<file path="src/rtl/acc_shift_seq.sv">
// Shift-step sequencer for L/R orders: decodes the step count, aligns to word
// boundaries on the d0 train and emits one enable word per step.
// Optional build macro: ACC_SHIFT_SEQ_ABORT_EN (adds the abort input).
module acc_shift_seq #(
    parameter int unsigned ADDR_W = 11,
    parameter int unsigned CNT_W  = 4
) (
    input  logic              clk,
    input  logic              rst_n,
    input  logic              d0,
    input  logic              long,
    input  logic              start,
    input  logic              dir,
    input  logic [ADDR_W-1:0] addr,
`ifdef ACC_SHIFT_SEQ_ABORT_EN
    input  logic              abort,
`endif
    output logic              busy,
    output logic              shift_l,
    output logic              shift_r,
    output logic              done,
    output logic [CNT_W-1:0]  steps
);

    typedef enum logic [1:0] {
        IDLE  = 2'd0,
        ALIGN = 2'd1,
        SHIFT = 2'd2,
        DONE  = 2'd3
    } state_t;

    state_t           state_q, state_d;
    logic             parity_q;
    logic             dir_q, dir_d;
    logic             long_q, long_d;
    logic [CNT_W-1:0] rem_q, rem_d;
    logic [CNT_W-1:0] steps_d;
    logic             busy_d, shift_l_d, shift_r_d, done_d;
    logic [CNT_W-1:0] n_c;
    logic             boundary_c;
    logic             abort_c;

    // Step count is one more than the index of the lowest set address bit.
    function automatic logic [CNT_W-1:0] decode_n(input logic [ADDR_W-1:0] a);
        logic [CNT_W-1:0] n;
        n = '0;
        for (int i = ADDR_W - 1; i >= 0; i--) begin
            if (a[i]) n = CNT_W'(i + 1);
        end
        return n;
    endfunction

    assign n_c        = decode_n(addr);
    assign boundary_c = d0 & (~long_q | parity_q);

`ifdef ACC_SHIFT_SEQ_ABORT_EN
    logic abort_pend_q;

    // An abort seen mid-word is held until that word's boundary.
    always_ff @(posedge clk or negedge rst_n) begin
        if (!rst_n) begin
            abort_pend_q <= 1'b0;
        end else begin
            abort_pend_q <= (state_q == SHIFT) && (state_d == SHIFT) && (abort || abort_pend_q);
        end
    end

    assign abort_c = abort | abort_pend_q;
`else
    assign abort_c = 1'b0;
`endif

    // State and registered outputs.
    always_ff @(posedge clk or negedge rst_n) begin
        if (!rst_n) begin
            state_q  <= IDLE;
            parity_q <= 1'b1;
            dir_q    <= 1'b0;
            long_q   <= 1'b0;
            rem_q    <= '0;
            steps    <= '0;
            busy     <= 1'b0;
            shift_l  <= 1'b0;
            shift_r  <= 1'b0;
            done     <= 1'b0;
        end else begin
            state_q  <= state_d;
            parity_q <= parity_q ^ d0;
            dir_q    <= dir_d;
            long_q   <= long_d;
            rem_q    <= rem_d;
            steps    <= steps_d;
            busy     <= busy_d;
            shift_l  <= shift_l_d;
            shift_r  <= shift_r_d;
            done     <= done_d;
        end
    end

    // Next-state and order latching.
    always_comb begin
        state_d = state_q;
        dir_d   = dir_q;
        long_d  = long_q;
        rem_d   = rem_q;
        steps_d = steps;
        unique case (state_q)
            IDLE: begin
                if (start) begin
                    dir_d   = dir;
                    long_d  = long;
                    rem_d   = n_c;
                    steps_d = n_c;
                    state_d = (n_c == '0) ? DONE : ALIGN;
                end
            end
            ALIGN: begin
                if (abort_c) begin
                    state_d = IDLE;
                end else if (boundary_c) begin
                    state_d = SHIFT;
                end
            end
            SHIFT: begin
                if (boundary_c) begin
                    if (abort_c) begin
                        state_d = IDLE;
                    end else if (rem_q == CNT_W'(1)) begin
                        state_d = DONE;
                    end else begin
                        rem_d = rem_q - CNT_W'(1);
                    end
                end
            end
            DONE: begin
                state_d = IDLE;
            end
            default: begin
                state_d = IDLE;
            end
        endcase
    end

    // Output next values; done trails the DONE state by one clock, busy covers it.
    always_comb begin
        busy_d    = 1'b0;
        shift_l_d = 1'b0;
        shift_r_d = 1'b0;
        done_d    = 1'b0;
        busy_d    = (state_d != IDLE) || (state_q == DONE);
        shift_l_d = (state_d == SHIFT) && !dir_d;
        shift_r_d = (state_d == SHIFT) && dir_d;
        done_d    = (state_q == DONE);
    end

endmodule

</file>
<file path="config.mk">
export PLATFORM = sky130hd
export DESIGN_NAME = acc_shift_seq
export DESIGN_NICKNAME = d
export VERILOG_FILES = /design/src/rtl/acc_shift_seq.sv
export SDC_FILE = /design/constraint.sdc
export NUM_CORES = 1
export LEC_CHECK = 0
export BUFFER_PORTS_ARGS = -buffer_cell sky130_fd_sc_hd__buf_4
export CAP_MARGIN = 20
export CORE_UTILIZATION = 51
export DETAILED_ROUTE_END_ITERATION = 7
export PLACE_DENSITY = 0.77
export SYNTH_ARGS = -nofsm -noshare
export SYNTH_HDL_FRONTEND = slang
export SYNTH_SLANG_ARGS = --single-unit
</file>
<file path="constraint.sdc">
create_clock -name clk -period 2.2 [get_ports clk]
set_clock_uncertainty 0.15 [all_clocks]
set_input_delay 0.44 -clock clk [delete_from_list [all_inputs] [get_ports clk]]
set_output_delay 0.44 -clock clk [all_outputs]
set_load 0.005 [all_outputs]
</file>
-- Yosys cells after proc, flatten, opt, wreduce, memory -nomap -nowiden
Cells that the tools add are included.
Widths: inputs -> output; s select.
- bits in registers: 17
- bits of input ports: 17
- output and inout bits: 8
- $add $sub $neg: 1
- equal/unequal tests: 8
- muxes and demuxes: 23
- bitwise operators: 4
- reductions and logical operators: 10
- operators by type and width (cell ; count):
    $mux 4 ; 14
    $mux 2 ; 5
    $pmux 2 s4 ; 1
    $pmux 4 s2 ; 1
    $eq 2x2->1 const B ; 3
    $ne 2x2->1 const B ; 3
    $eq 4x1->1 const B ; 1
    $logic_not 4->1 ; 1
    $reduce_and 4->1 ; 1
    $reduce_bool 2->1 ; 2
    $sub 4x1->4 const B ; 1
    $eq 2x1->1 const B ; 1
    $logic_and 1x1->1 ; 2
    $logic_not 2->1 ; 1
    $mux 1 ; 2
    $reduce_and 2->1 ; 1
    $and 1x1->1 ; 1
    $logic_not 1->1 ; 1
    $logic_or 1x1->1 ; 1
    $not 1->1 ; 1
    $or 1x1->1 ; 1
    $xor 1x1->1 ; 1

-- Depth between registers and ports, before layout
Gate-level depths: netlist (run 1).
- depth after elaboration: 17
- depth in mapped cells: 6
- depth with buffers taken out: 6

-- Worst setup path before layout (run 1)
Ideal clock, no wire load.
- path kind: register to register
- from: register rem_q[1]
- to: register rem_q[0]
- setup time: 126 ps
- arrival: 1728 ps
- data required time: 1924 ps
- setup slack: 196 ps
- cell stages (with the launch flop): 7
- cells stage by stage: dfrtp_1 > inv_1 > ha_1 > or3b_2 > nand3_1 > mux2_2 > a221o_1
- word-level cells in the longest chain between the ends: 3
- RTL lines (element ; line ; RTL):
    start: declaration ; 36 ; logic [CNT_W-1:0] rem_q, rem_d;
    start signal: assignment ; 91 ; rem_q <= rem_d;
    $eq 4x1->1 ; 128 ; end else if (rem_q == CNT_W'(1)) begin
    $ne 2x2->1 (no line) ; -- ;
    $reduce_and 4->1 (no line) ; -- ;
Every way passes these cells.
A chain may end at the register's enable or synchronous reset.

-- Worst setup path after layout (run 1)
Same ends and word-level chain as after synthesis.

==> qor.yml, run 1 <==
yosys:
  ys_top_cells_by_area: "dfrtp_1 (42%), nand2b_1 (3.9%), mux2_2 (3.5%), dfstp_2 (2.7%), nor2_1 (2.7%)"
  synth_seq_cells: 17
  yosysTopAreaCellShare_pct: 41.56
  synth-seq-area-share_pct: 44.29
  syn_inst: 96
  async_flop_share_pct: 100.0
  synth-edff-count: 0
  synthFlopType: "dfrtp_1"
  ys_types: 41
  synthTopCellsByCount: "dfrtp_1 (16), nor2_1 (7), nand2b_1 (6)"
  avgSynthCellArea_um2: 10.04
  yosysMostFrequentCell: "dfrtp_1"
  yosys.area.top_type: "dfrtp_1"
  postSynthNetCount: 115
  syn_area_um2: 963.4
  yosysWarnings: 0
clock_tree:
  numCtsBuffers: 3
  cts_setup_buffers: 0
  clock_sinks: 17
  clk_pin_slew_ps: 110
  cts.path.max_buffers: 2
  clock_latency_ps: 300
  htreeDepth: 1
  cts-root-buf: "clkbuf_4"
  cts_tree: "built"
critical_path:
  criticalPathCategory: "reg2reg"
  arrival_ps: 2130
  worst_ep_required_time_ps: 2240
  path_max_fanout: 4
  endpoint_kind: "flip-flop"
  critPathLaunchType: "flip-flop"
floorplanning:
  io_pins: 25
  rows: 15
  die_h_um: 45.47
  die-area_um2: 2067
  start_util_pct: 55.20
  die_x_um: 45.47
  core_um2: 1745
detailed_routing:
  drc: 0
  drt-total-wl_um: 2049
  drtPass1Iterations: 4
  routed-via-count: 813
  vias_per_cell: 5.456
  postRouteAntennaNets: 0
  drtIter0Drc: 7
  wl_per_cell_um: 13.75
sta:
  slew_viol_final: 0
  period_share_pct: 94.74
  setup_viol: 0
  rsz0062_at_grt: "no"
  finalHoldViolCount: 0
  fmax_mhz: 479.8
  tns_ps: 0
  min_period_ps: 2084
  slew_headroom_pct: 70.37
  timing_worst_slew_pin_value_ps: 438.9
finish:
  drive_gt1_share_pct: 34.68
  postLayoutCoreUtil_pct: 70.11
  num_antenna_cells: 0
  area_growth_pct: 27.01
  layout.nets: 144
  seq_area_um2: 426.7
  nFillCells: 152
  multiInputGateArea_um2: 500.5
grt:
  grt_usage_pct: 24.94
  first_global_vias: 822
  grt_max_degree: 18
  antenna_found_initial: 0
  grt_pass1_wl_um: 3567
  overflow: 0
hold_path:
  min-delay-path-class: "in2reg"
power_and_ir_drop:
  power_w: 0.001362
  power_density_nw_per_um2: 1113
  peakVddDrop_mv: 0.7168
  power.leakage_nw: 0.5756
placed_design:
  port_buffers: 24
  place.gp.congestion: 0.8755
  hpwl_um: 1595
flow_run:
  cap_viol_max_count: 0
run_status:
  outcome: "finished clean"
-- final timing paths --
path	start	endpoint	slack, ps	cells past startpoint
setup reg to reg	rem_q[1]	rem_q[0]	120	6
setup / recovery	rem_q[1]	rem_q[0]	120	6
hold reg to reg	steps[0]	steps[0]	350	1
max in group asynchronous	rst_n	parity_q	1280	2
min in group asynchronous	rst_n	long_q	370	2
hold / removal	d0	parity_q	200	2
-- worst max-delay path, stage by stage, from the launching register on --
cell and delay, ps:
dfrtp_1 390, inv_1 90, ha_1 140, or3b_2 480, nand3_1 110, mux2_2 330, a221o_1 290
-- through the flow --
| stage | worst slack (ps) | hold WS, ps | cells | cell area, µm² |
|---|---|---|---|---|
| 6_report | 115.6 | 200.6 | 149 | 1224 |
| 5_1_grt | 25.20 | 203.0 | 149 | 1224 |
| 4_1_cts | 123.1 | 188.0 | 149 | 1224 |
| 3_5_place_dp | 133.4 | 164.2 | 144 | 1184 |
| 3_3_place_gp | 162.5 | 163.7 | 144 | 1184 |
| 2_1_floorplan | 195.9 | -5.591 | 96 | 963.4 |
-- routing by layer --
layer / routed length [µm] / global-route usage [%] / vias to the layer above
li1: - / - / 403
met1: 891 / 31.81 / 383
met2: 1038 / 40.00 / 22
met3: 77 / 5.952 / 5
met4: 41 / 10.91 / 0
met5: 0 / 0 / -
-- cells in the final DEF (no fill, tap or decap), drive strengths merged, types with 3 or more instances in the layout --
cell type / synthesis / final
nand2b: 7 / 7
nor2: 7 / 7
nand2: 3 / 3
nor3: 3 / 3
clkbuf: 3 / 3
nor2b: 4 / 4
a21oi: 5 / 5
mux2: 3 / 3
buf: 2 / 28
or3b: 3 / 3
nand4: 3 / 3
o21ai: 6 / 6
dfrtp: 16 / 16
inv: 4 / 4
-- report_power, final --
part / switching (W) / leakage, nW / internal, W
Sequential: 0.0000734 / 0.214 / 0.000450
Combinational: 0.000324 / 0.348 / 0.000338
Clock: 0.000107 / 0.0139 / 0.0000693
-- sequential cells by signal (all words and copies together) (netlist names) --
name and flops:
state_q 2, parity_q 1, shift_l 1, rem_q 4
done 1, steps 4, long_q 1, dir_q 1
shift_r 1, busy 1
-- final cells by class --
cell class              instances  share of cell area, %
multi-input cells              70                  40.90
flip-flops and latches         17                  34.87
well taps                      25                  2.556
inverters                       4                  1.227
clock buffers                   3                  1.840
repair buffers                 29                  18.00
clock inverters                 1                 0.6135
-- kinds of logic (layout without fill, tap and decap cells) --
| group | Yosys count | in the layout | synth area share [%] |
|---|---|---|---|
| muxes | 4 | 4 | 4.545 |
| buffers and inverters | 9 | 37 | 3.766 |
| and+or+nand+nor | 40 | 40 | 27.66 |
| DFF | 17 | 17 | 44.29 |
| adders and majority gates | 2 | 2 | 2.597 |
| AOI/OAI and AO/OA | 23 | 23 | 16.23 |
| xor gates and xnor gates | 1 | 1 | 0.9093 |
-- repair_timing --
item                                    4_1_cts  5_1_grt
gates resized for setup                       0        0
endpoints found under the setup margin        0        0
hold buffers                                  1        0
endpoints found under the hold margin        16        0
Note: power is estimated with default switching activity, not from simulation.
==> run 2, diff against run 1 <==
--- a/config.mk
+++ b/config.mk
@@ -5,6 +5,7 @@
 export SDC_FILE = /design/constraint.sdc
 export NUM_CORES = 1
 export LEC_CHECK = 0
+export ABC_AREA = 1
 export BUFFER_PORTS_ARGS = -buffer_cell sky130_fd_sc_hd__buf_4
 export CAP_MARGIN = 20
 export CORE_UTILIZATION = 51
==> run 2 against run 1 <==
Effect of this change: register-to-register slack better by 550 ps; die area grew 0.73%; utilization decreased by 1.0 points; global-route usage shrank 3.6 points.
==> qor.yml, run 2 <==
power_and_ir_drop:
  peakVddDrop_mv: 0.8529  # was 0.7168 mV
  power_w: 0.001348  # was 0.001362 W
  power_density_nw_per_um2: 1106  # was 1113 nW/µm²
  power.leakage_nw: 0.6498  # was 0.5756 nW
grt:
  grt_usage_pct: 21.38  # was 24.94%
  grt_max_degree: 18  # unchanged
  first_global_vias: 771  # was 822
  grt_pass1_wl_um: 3105  # was 3567 µm
  antenna_found_initial: 0  # unchanged
  overflow: 0  # unchanged
yosys:
  synthFlopType: "dfrtp_1"  # unchanged
  synth-edff-count: 0  # unchanged
  yosysMostFrequentCell: "nand2_1"  # was dfrtp_1
  avgSynthCellArea_um2: 7.894  # was 10.04 µm²
  yosys.area.top_type: "dfrtp_1"  # unchanged
  postSynthNetCount: 142  # was 115
  syn_area_um2: 970.9  # was 963.4 µm²
  synth_seq_cells: 17  # unchanged
  yosysTopAreaCellShare_pct: 41.24  # was 41.56%
  synthTopCellsByCount: "nand2_1 (24), inv_1 (23), dfrtp_1 (16)"  # was dfrtp_1 (16), nor2_1 (7), nand2b_1 (6)
  yosysWarnings: 0  # unchanged
  async_flop_share_pct: 100.0  # unchanged
  ys_types: 23  # was 41
  ys_top_cells_by_area: "dfrtp_1 (41%), nand2_1 (9.3%), inv_1 (8.9%), nor2_1 (5.0%), a21oi_1 (3.6%)"  # was dfrtp_1 (42%), nand2b_1 (3.9%), mux2_2 (3.5%), dfstp_2 (2.7%), nor2_1 (2.7%)
  syn_inst: 123  # was 96
  synth-seq-area-share_pct: 43.94  # was 44.29%
clock_tree:
  clock_latency_ps: 280  # was 300 ps
  htreeDepth: 1  # unchanged
  clk_pin_slew_ps: 90  # was 110 ps
  cts_hold_buf: 1  # unchanged
  numCtsBuffers: 3  # unchanged
  cts.path.max_buffers: 2  # unchanged
  postCtsResizedCells: 0  # unchanged
  cts_tree: "built"  # unchanged
  cts_setup_buffers: 0  # unchanged
  clock_sinks: 17  # unchanged
  cts-root-buf: "clkbuf_4"  # unchanged
detailed_routing:
  vias_per_cell: 4.729  # was 5.456
  drtPass1Iterations: 5  # was 4
  drtIter0Drc: 10  # was 7
  drc: 0  # unchanged
  drt-total-wl_um: 1810  # was 2049 µm
  postRouteAntennaNets: 0  # unchanged
  wl_per_cell_um: 10.23  # was 13.75 µm
  routed-via-count: 837  # was 813
critical_path:
  arrival_ps: 1610  # was 2130 ps
  worst_ep_required_time_ps: 2270  # was 2240 ps
  cp_top_family: "simple AND/OR/NAND/NOR gates"  # unchanged
  r2r-end: "shift_l"  # was rem_q[0]
  reg2regPathDepth: 9  # was 6
  criticalPathCategory: "reg2reg"  # unchanged
  critPathLaunchType: "flip-flop"  # unchanged
  cp_common_cell: "nand2_2"
  slowest_stage: "dfrtp_1"  # was or3b_2
  endpoint_kind: "flip-flop"  # unchanged
  cp-startpoint: "state_q[1]"  # was rem_q[1]
  crit_buf_inv: 0  # was 1
  r2r-start: "state_q[1]"  # was rem_q[1]
  max_stage_delay_ps: 420  # was 480 ps
  path_max_fanout: 5  # was 4
  crit_chain: "nor2_2 > nand2_2 > a21oi_2 > nand2_1 > nor2_1 > nand3_1 > nand2_2 > nand2_2 > nor2_1"  # was inv_1 > ha_1 > or3b_2 > nand3_1 > mux2_2 > a221o_1
  reg2reg_slack_ps: 660  # was 120 ps
finish:
  stdcell_count: 177  # was 149
  layout_common_cells: "nand2_1 (24), buf_4 (24), inv_1 (23), dfrtp_1 (16), nor2_1 (13)"  # was buf_4 (28), dfrtp_1 (16), nor2_1 (7), nand2b_1 (6)
  layout.nets: 172  # was 144
  num_antenna_cells: 0  # unchanged
  reg_top3: "rem_q x4, steps x4, state_q x2"  # unchanged
  area_growth_pct: 25.52  # was 27.01%
  drive_gt1_share_pct: 30.26  # was 34.68%
placed_design:
  port_buffers: 24  # unchanged
  place.gp.congestion: 0.8394  # was 0.8755
  hpwl_um: 1489  # was 1595 µm
  dp_cells: 172  # was 144
  place_ws_ps: 500.6  # was 133.4 ps
run_status:
  outcome: "finished clean"  # unchanged
floorplanning:
  die_x_um: 45.63  # was 45.47 µm
  io_pins: 25  # unchanged
  start_util_pct: 55.04  # was 55.20%
  rows: 15  # unchanged
  die_h_um: 45.63  # was 45.47 µm
  core_um2: 1764  # was 1745 µm²
  die-area_um2: 2082  # was 2067 µm²
sta:
  timing_worst_slew_pin_value_ps: 256.0  # was 438.9 ps
  setup_viol: 0  # unchanged
  hold_ws_ps: 141.7  # was 200.6 ps
  min_period_ps: 1536  # was 2084 ps
  finalWorstSetupSlack_ps: 663.5  # was 115.6 ps
  slew_viol_final: 0  # unchanged
  rsz0062_at_grt: "no"  # unchanged
  tns_ps: 0  # unchanged
  finalHoldViolCount: 0  # unchanged
  slew_headroom_pct: 82.92  # was 70.37%
  fmax_mhz: 650.8  # was 479.8 MHz
  period_share_pct: 69.84  # was 94.74%
flow_run:
  cap_viol_max_count: 0  # unchanged
hold_path:
  min-delay-path-class: "in2reg"  # unchanged
  min_from: "d0"  # unchanged
  min_path_cells: 2  # unchanged
  hold_end: "parity_q"  # unchanged
run 2: cell count changes after synthesis, moves of 4 or more:
cell / previous run / this run
nand2_1: 3 / 24
inv_1: 4 / 23
nand2b_1: 6 / 0
nor2_1: 7 / 13
nand2_2: 0 / 5
nor2b_1: 4 / 0
run 2: cell families after synthesis:
family | share of synthesized area, %
AOI/OAI and AO/OA | 12.89
xor gates and xnor gates | 1.804
adders and majority gates | 2.577
buffers and inverters | 9.793
DFF | 43.94
and+or+nand+nor | 28.99
run 2: per-layer routing:
layer  routed length, µm  track usage [%]  up-vias  part of all wire, %
li1                    -                -      436                    -
met1                 798            26.00      377                   44
met2                 891            34.29       20                   49
met3                  83            5.952        4                  4.6
met4                  38            10.91        0                  2.1
met5                   0                0        -                    0
run 2: power breakdown:
group / total [W] / switching, W / leakage (nW) / internal (W)
sequential: 0.000540 / 0.0000790 / 0.207 / 0.000461
clock: 0.000159 / 0.0000886 / 0.0150 / 0.0000705
combinational: 0.000649 / 0.000366 / 0.427 / 0.000283
total: 0.00135 / 0.000534 / 0.650 / 0.000814
run 2: worst max path at each step:
stage / end / slack (ps) / depth (start not counted)
after floorplan: shift_r / 760 / 10
after global placement: shift_r / 530 / 11
after detailed placement: shift_r / 500 / 11
after CTS: shift_l / 670 / 9
after global routing: shift_r / 510 / 9
final: shift_l / 660 / 9
run 2: area by class of cell:
type | count | area [µm²]
fill | 167 | 545.5
tap | 25 | 31.28
inverter | 25 | 95.09
sequential | 17 | 426.7
timing repair buffer | 25 | 190.2
multi-input combinational | 81 | 449.2
clock buffer | 4 | 26.28
run 2: stage by stage:
step / instance area [µm²] / utilization [%]
after floorplan: 970.9 / -
after global placement: 1182 / 67.02
after CTS: 1219 / 69.08
final: 1219 / 69.08
after detailed placement: 1182 / 67.02
after global routing: 1219 / 69.08
